`src/rtl/registers_bank_dump_controller_if.sv`:
```
// Byte-stream handshake between the register-bank dump sequencer and the
// downstream transmit path (byte, valid/ready and the register being sent).
interface registers_bank_dump_controller_if #(
  parameter int BYTE_SIZE   = 8,
  parameter int INDEX_WIDTH = 5
);
  logic [BYTE_SIZE-1:0]   o_byte;
  logic                   o_valid;
  logic                   i_ready;
  logic [INDEX_WIDTH-1:0] o_reg_index;

  modport master (
    output o_byte,
    output o_valid,
    output o_reg_index,
    input  i_ready
  );

  modport slave (
    input  o_byte,
    input  o_valid,
    input  o_reg_index,
    output i_ready
  );
endinterface

```
`src/rtl/registers_bank_dump_controller.sv`:
```
// Snapshots the flattened register-bank debug bus on a start request and
// streams every register out, register 0 first and MSB byte first.
module registers_bank_dump_controller #(
  parameter int REGISTERS_BANK_SIZE = 32,
  parameter int REGISTERS_SIZE      = 32,
  parameter int BYTE_SIZE           = 8
) (
  input  logic                                          i_clk,
  input  logic                                          i_reset,
  input  logic                                          i_start,
  input  logic [REGISTERS_BANK_SIZE*REGISTERS_SIZE-1:0] i_bus_debug,
  registers_bank_dump_controller_if.master              dump_if,
  output logic                                          o_busy,
  output logic                                          o_done
);
  localparam int BYTES_PER_REG = REGISTERS_SIZE / BYTE_SIZE;
  localparam int CNT_W = (BYTES_PER_REG > 1) ? $clog2(BYTES_PER_REG) : 1;
  localparam int IDX_W = (REGISTERS_BANK_SIZE > 1) ? $clog2(REGISTERS_BANK_SIZE) : 1;
  localparam logic [CNT_W-1:0] LAST_BYTE = CNT_W'(BYTES_PER_REG - 1);
  localparam logic [IDX_W-1:0] LAST_REG  = IDX_W'(REGISTERS_BANK_SIZE - 1);

  typedef enum logic [1:0] {
    IDLE,
    SEND,
    DONE
  } state_t;

  state_t                    state;
  state_t                    state_next;
  logic [REGISTERS_SIZE-1:0] snapshot [REGISTERS_BANK_SIZE];
  logic [IDX_W-1:0]          reg_idx;
  logic [IDX_W-1:0]          reg_idx_next;
  logic [CNT_W-1:0]          byte_cnt;
  logic [CNT_W-1:0]          byte_cnt_next;
  logic                      capture;
  logic [REGISTERS_SIZE-1:0] cur_word;
  logic [REGISTERS_SIZE-1:0] shifted_word;

  always_ff @(posedge i_clk or negedge i_reset) begin
    if (!i_reset) begin
      state    <= IDLE;
      reg_idx  <= '0;
      byte_cnt <= '0;
    end else begin
      state    <= state_next;
      reg_idx  <= reg_idx_next;
      byte_cnt <= byte_cnt_next;
    end
  end

  // The stream is served from this copy so the live bus may change mid-dump.
  always_ff @(posedge i_clk or negedge i_reset) begin
    if (!i_reset) begin
      for (int j = 0; j < REGISTERS_BANK_SIZE; j++) begin
        snapshot[j] <= '0;
      end
    end else if (capture) begin
      for (int j = 0; j < REGISTERS_BANK_SIZE; j++) begin
        snapshot[j] <= i_bus_debug[j*REGISTERS_SIZE +: REGISTERS_SIZE];
      end
    end
  end

  // Byte 0 is the top slice, so shift the chosen word left and take its top byte.
  assign cur_word     = snapshot[reg_idx];
  assign shifted_word = cur_word << (int'(byte_cnt) * BYTE_SIZE);

  always_comb begin
    state_next          = state;
    reg_idx_next        = reg_idx;
    byte_cnt_next       = byte_cnt;
    capture             = 1'b0;
    dump_if.o_valid     = 1'b0;
    dump_if.o_byte      = '0;
    dump_if.o_reg_index = reg_idx;
    o_busy              = 1'b0;
    o_done              = 1'b0;

    case (state)
      IDLE: begin
        if (i_start) begin
          capture       = 1'b1;
          reg_idx_next  = '0;
          byte_cnt_next = '0;
          state_next    = SEND;
        end
      end

      SEND: begin
        o_busy          = 1'b1;
        dump_if.o_valid = 1'b1;
        dump_if.o_byte  = shifted_word[REGISTERS_SIZE-1 -: BYTE_SIZE];
        if (dump_if.i_ready) begin
          if (byte_cnt != LAST_BYTE) begin
            byte_cnt_next = byte_cnt + 1'b1;
          end else if (reg_idx != LAST_REG) begin
            byte_cnt_next = '0;
            reg_idx_next  = reg_idx + 1'b1;
          end else begin
            state_next = DONE;
          end
        end
      end

      DONE: begin
        o_busy        = 1'b1;
        o_done        = 1'b1;
        reg_idx_next  = '0;
        byte_cnt_next = '0;
        state_next    = IDLE;
      end

      default: begin
        state_next = IDLE;
      end
    endcase
  end
endmodule

```
`src/flat_wrapper.sv`:
```
// flat-port wrapper written by rule: the top's interface ports become plain ports
module registers_bank_dump_controller_flat 
#(
  parameter int REGISTERS_BANK_SIZE = 32,
  parameter int REGISTERS_SIZE      = 32,
  parameter int BYTE_SIZE           = 8
)
  (i_clk, i_reset, i_start, i_bus_debug, o_busy, o_done, dump_if_o_byte, dump_if_o_valid, dump_if_o_reg_index, dump_if_i_ready);
  registers_bank_dump_controller_if #(.BYTE_SIZE(BYTE_SIZE), .INDEX_WIDTH((5))) dump_if_i ();
  input  logic i_clk;
  input  logic i_reset;
  input  logic i_start;
  input  logic [REGISTERS_BANK_SIZE*REGISTERS_SIZE-1:0] i_bus_debug;
  output logic o_busy;
  output logic o_done;
  output wire logic [$bits(dump_if_i.o_byte)-1:0] dump_if_o_byte;
  output wire logic [$bits(dump_if_i.o_valid)-1:0] dump_if_o_valid;
  output wire logic [$bits(dump_if_i.o_reg_index)-1:0] dump_if_o_reg_index;
  input wire logic [$bits(dump_if_i.i_ready)-1:0] dump_if_i_ready;
  assign dump_if_o_byte = dump_if_i.o_byte;
  assign dump_if_o_valid = dump_if_i.o_valid;
  assign dump_if_o_reg_index = dump_if_i.o_reg_index;
  assign dump_if_i.i_ready = dump_if_i_ready;
  registers_bank_dump_controller #(.REGISTERS_BANK_SIZE(REGISTERS_BANK_SIZE), .REGISTERS_SIZE(REGISTERS_SIZE), .BYTE_SIZE(BYTE_SIZE)) u_core (.i_clk(i_clk), .i_reset(i_reset), .i_start(i_start), .i_bus_debug(i_bus_debug), .dump_if(dump_if_i), .o_busy(o_busy), .o_done(o_done));
endmodule
```
`config.mk`:
```
export PLATFORM = sky130hd
export DESIGN_NAME = registers_bank_dump_controller_flat
export DESIGN_NICKNAME = d
export VERILOG_FILES = /design/src/rtl/registers_bank_dump_controller_if.sv /design/src/rtl/registers_bank_dump_controller.sv /design/src/flat_wrapper.sv
export SDC_FILE = /design/constraint.sdc
export NUM_CORES = 2
export LEC_CHECK = 0
export ABC_CLOCK_PERIOD_IN_PS = 3560
export BUFFER_PORTS_ARGS = -buffer_cell sky130_fd_sc_hd__buf_4
export CAP_MARGIN = 20
export CORE_AREA = 2 2 412 414
export DETAILED_ROUTE_END_ITERATION = 8
export DIE_AREA = 0 0 414 416
export REMOVE_ABC_BUFFERS = 1
export SETUP_SLACK_MARGIN = 0.3
export SLEW_MARGIN = 30
export SYNTH_ARGS = -nofsm -noshare
export SYNTH_HDL_FRONTEND = slang
export SYNTH_SLANG_ARGS = --single-unit
```
`constraint.sdc`:
```
create_clock -name i_clk -period 3.56 [get_ports i_clk]
set_clock_uncertainty 0.05 [all_clocks]
set_input_delay 0.534 -clock i_clk [delete_from_list [all_inputs] [get_ports i_clk]]
set_output_delay 0.534 -clock i_clk [all_outputs]
set_load 0.005 [all_outputs]
```
=== After elaboration in Yosys (flattened, before gate mapping) ===
Index checks and enable logic that the tools add are counted.

* Output and inout port bits: 16
* Logic and storage cells: 80
* Register bits after elaboration: 1033
* Bits of input ports: 1028

* Bitwise operators: 1
* Eq/ne operators: 10
* Shift-type cells: 1
* Reduce and logical (&&, ||, !) cells: 6
* $add $sub $neg: 2
* Magnitude comparators: 1
* Muxes and demuxes: 24

{| class="wikitable"
|+ Operators with widths
! kind !! count
|-
| $bmux 32 s5 || 1
|-
| $mux 32 || 2
|-
| $shl 32x5->32 || 1
|-
| $mux 5 || 4
|-
| $mux 2 || 8
|-
| $pmux 5 s3 || 1
|-
| $ne 2x2->1 const B || 5
|-
| $mux 8 || 1
|-
| $reduce_and 4->1 || 2
|-
| $ge 6x6->1 const B || 1
|-
| $not 5->6 || 1
|-
| $pmux 2 s3 || 1
|-
| $add 5x1->5 const B || 1
|-
| $mux 1 || 5
|-
| $ne 5x5->1 const B || 1
|-
| $reduce_and 5->1 || 1
|-
| $pmux 2 s2 || 1
|-
| $ne 3x1->1 const B || 1
|-
| $reduce_bool 3->1 || 1
|-
| $add 2x1->2 const B || 1
|-
| $eq 2x1->1 const B || 1
|-
| $eq 2x2->1 const B || 1
|-
| $logic_not 2->1 || 1
|-
| $ne 2x1->1 const B || 1
|-
| $reduce_or 2->1 || 1
|}

=== Depth between registers and ports, before layout ===
* Word-level depth: 6
* Mapped depth: 10
* Depth with buffers taken out: 8

=== Least setup slack after synthesis ===
Ideal clock, no wire load.

* Path type: register -> output
* Start: register u_core.reg_idx[0], in the netlist u_core.dump_if.o_reg_index[0]
* End: output port dump_if_o_byte[4]
* Slack: 1.024 ns
* Buffers on the path: 2
* Arrival: 1.952 ns
* Stages on the path, launching flop included: 8
* Required time: 2.976 ns
* Cells stage by stage: dfrtp_1 -> buf_6 -> buf_2 -> mux4_2 -> a221oi_1 -> o21ai_0 -> a2bb2oi_1 -> o22ai_1

* Longest elaborated chain between the ends: 6

{| class="wikitable"
|+ RTL lines
! what !! RTL line !! text
|-
| from (decl) || registers_bank_dump_controller.sv:31 || <nowiki>logic [IDX_W-1:0] reg_idx;</nowiki>
|-
| from (signal assigned) || registers_bank_dump_controller.sv:46 || <nowiki>reg_idx <= reg_idx_next;</nowiki>
|-
| $not 5->6 (not written as such) || registers_bank_dump_controller.sv:65 || <nowiki>assign cur_word = snapshot[reg_idx];</nowiki>
|-
| $bmux 32 s5 || registers_bank_dump_controller.sv:65 ||
|-
| $mux 32 (not written as such) (2 in a row) || registers_bank_dump_controller.sv:65 ||
|-
| $shl 32x5->32 || registers_bank_dump_controller.sv:66 || <nowiki>assign shifted_word = cur_word << (int'(byte_cnt) * BYTE_SIZE);</nowiki>
|-
| $mux 8 || registers_bank_dump_controller.sv:79 || <nowiki>case (state)</nowiki>
|-
| to (decl) || flat_wrapper.sv:16 || <nowiki>output wire logic [$bits(dump_if_i.o_byte)-1:0] dump_if_o_byte;</nowiki>
|}

Every way passes these cells. The select of a mux whose other input is x is not followed.

=== Worst setup path in the final report ===
* Start: register u_core.reg_idx[0], in the netlist u_core.dump_if.o_reg_index[0]
* End: output port dump_if_o_byte[0]

The elaborated chain is that of the path after synthesis.

==> metrics.txt <==
status finished, violations left; failing checks setup timing; CP arrival around 3500 ps; WS Path Type reg -> out; Die Footprint about 170000 µm²; critical path's largest stage delay 510 ps; most frequent cell after synthesis dfrtp_1; Die W 414 µm; CP cell instances buf_12 > buf_16 > buf_8 > mux4_2 > mux2i_2 > o211ai_1 > buf_4 > a22oi_2 > buf_6 > o22ai_4 > buf_6; initial antenna violation count between 60 and 70; async set or reset register ratio after synthesis 1.00; Place WS -356 ps; area grow syn2layout 57.5%; Critical Path Start Type flop; clock root buffer clkbuf_16; top cells by area, synth dfrtp_1 55%, mux2_2 25%, mux4_2 8.3%, mux2i_1 4.4%, a22oi_1 0.96%; # IOs around 1000; final hold violations 0; Pins Over Slew Limit 0; MaxCap Viol Count 0; post-DP HPWL ~140000 µm; post-synth top area cell dfrtp_1; PortBufs between 1000 and 1500; share of layout cells above drive strength 1 0.517; first-pass GRT wire length approximately 280000 µm; post-synth top area share 0.552; total CTS buffers around 120; Worst VDD drop roughly 0.50 mV; # rows 151; r2r setup slk between 700 and 800 ps; largest net degree at the start of global routing around 130; ys flop type dfrtp_1; overall routing resource usage 0.221; Worst-path clk slew 60 ps; Final Cell Area about 74000 µm²; TritonCTS clock tree yes; CP max FO 8; Clk Latency, worst-skew pair about 750 ps; PD cells approximately 790 nW/µm²; CTS sink cnt about 1000; via/cell ratio around 4.8; die extent in y roughly 420 µm; R2R Path End u_core.dump_if.o_reg_index[3]; Routed Wire Length 193000 µm; Seq/Total Area, Yosys 0.552; Max clock buf depth 3; core footprint 168000 µm²; CP max-delay cell dfrtp_4; Worst setup EP type primary output; RD Place Congestion 0.869; Slew headroom 0.416; Max Fclk 248 MHz; DR pass1 iterations 5; synthesized area per cell about 15 µm²; Vias around 36000; worst-margin pin slew ~870 ps; Layout Nets 6242; FF-to-FF Start u_core.dump_if.o_reg_index[0]; hold depth 3; type of the tightest min-delay check in -> reg; hold endpoint u_core.state[1]; Crit path required time 2980 ps; minimum clock period 4040 ps; synth cell count leaders 1033 x dfrtp_1, 1029 x mux2_2, 204 x mux2i_1; static leakage 31.6 nW; Antenna Nets Post-Route 0; number of global-route vias before repair about 40000; most frequent CP cell buf_6; r2r worst-path depth 10; grt ovf 0; # setup viols final 8; DRC 0; WL/cell between 20 and 30 µm; flops & latches, synth ~1000; RSZ-0062 raised after global routing yes; Area after DPL about 58000 µm²; Synth warnings 0; Post-synth EDFFs 0; Initial Utilization 0.278; Final WS setup -480 ps; H-tree lvl count 3; fillers between 10000 and 15000; post-synth cell types 42; Initial DRC Count just over 2000; period utilization 1.13; synthesized cell area around 47000 µm²; Syn Inst Count 3027; hold wc startpoint i_start
worst max path at each step:
stage                                       start                 end  slack (ps)  cells past startpoint
floorplan                         u_core.state[0]  u_core.snapshot[0]      -21560                      4
global placement    u_core.dump_if.o_reg_index[0]   dump_if_o_byte[0]        -380                     11
detailed placement  u_core.dump_if.o_reg_index[0]   dump_if_o_byte[0]        -360                     11
CTS                 u_core.dump_if.o_reg_index[0]   dump_if_o_byte[3]        -650                      9
global route        u_core.dump_if.o_reg_index[0]   dump_if_o_byte[0]        -640                     11
finish              u_core.dump_if.o_reg_index[0]   dump_if_o_byte[0]        -480                     11
worst max-delay path, delay by kind of cell (launching register included):
| family | cells | cell delay, ps |
|---|---|---|
| buffers and inverters | 6 | 980 |
| multiplexers | 2 | 690 |
| flip-flops | 1 | 510 |
| AO/OA/AOI/OAI | 3 | 510 |
per-stage QoR:
step,power (mW),hold slack (ps),cells,util,setup TNS [ps]
global route,61.3,93.6,7560,0.438,-4460
global placement,42.8,432,6239,0.346,-1570
finish,58.3,138,7566,0.438,-3210
CTS,58.1,52.2,7496,0.435,-4810
detailed placement,43.4,438,6239,0.346,-1460
floorplan,23.4,188,2803,-,-
what timing repair did:
item,4_1_cts,5_1_grt
hold buffers,1025,0
cloned,7,2
endpoints found under the setup margin,8,8
hold endpoints to repair,1057,0
pin swaps,11,31
setup buffers,20,14
gates resized for setup,74,77
cell type report:
class                   instances  area, µm²  area share
clock buffers                 166       3350      0.0455
flip-flops and latches       1033      25900       0.351
repair buffers               2286      20800       0.282
diodes                         54        135     0.00183
multi-input cells            1763      20300       0.275
well taps                    2218       2780      0.0376
inverters                       7       27.5    0.000373
clock inverters                39        494     0.00670
power breakdown:
part	internal [mW]	leakage, nW	switching (mW)
clock network	7.17	1.90	5.17
logic	13.9	17.6	10.7
registers	17.8	12.1	3.63
registers in the layout (all words and copies together) (netlist names):
signal and flops:
u_core.snapshot 1024, u_core.state 2, u_core.byte_cnt 2, u_core.dump_if.o_reg_index 5
layer usage:
metal / global-route usage / vias up / part of all wire
li1: - / 15782 / -
met1: 0.258 / 18742 / 0.39
met2: 0.386 / 1267 / 0.51
met3: 0.0421 / 444 / 0.045
met4: 0.111 / 8 / 0.053
met5: 0 / - / 0.00029
cells in the final DEF (no fill, tap or decap), types with 12 or more instances in the layout:
master,instances
clkbuf_1,24
dfrtp_1,1028
a22oi_1,44
mux2i_1,194
a22oi_2,16
diode_2,54
o21ai_2,12
buf_4,1168
buf_6,22
mux4_2,172
clkbuf_8,26
clkinv_2,17
a31oi_1,16
o21ai_0,21
nand2_1,62
a21oi_1,25
clkbuf_16,118
dlygate4sd3_1,1025
o21ai_1,20
buf_12,52
a221oi_1,26
mux2_2,1029
kinds of logic after synthesis:
| kind of cell | count (synthesis) | synth area share |
|---|---|---|
| muxes | 1405 | 0.374 |
| and+or+nand+nor | 117 | 0.0113 |
| AOI/OAI and AO/OA | 233 | 0.0339 |
| buffers and inverters | 231 | 0.0264 |
| adders and majority gates | 8 | 0.00214 |
| DFF | 1033 | 0.552 |
Note: power is estimated with default switching activity, not from simulation.
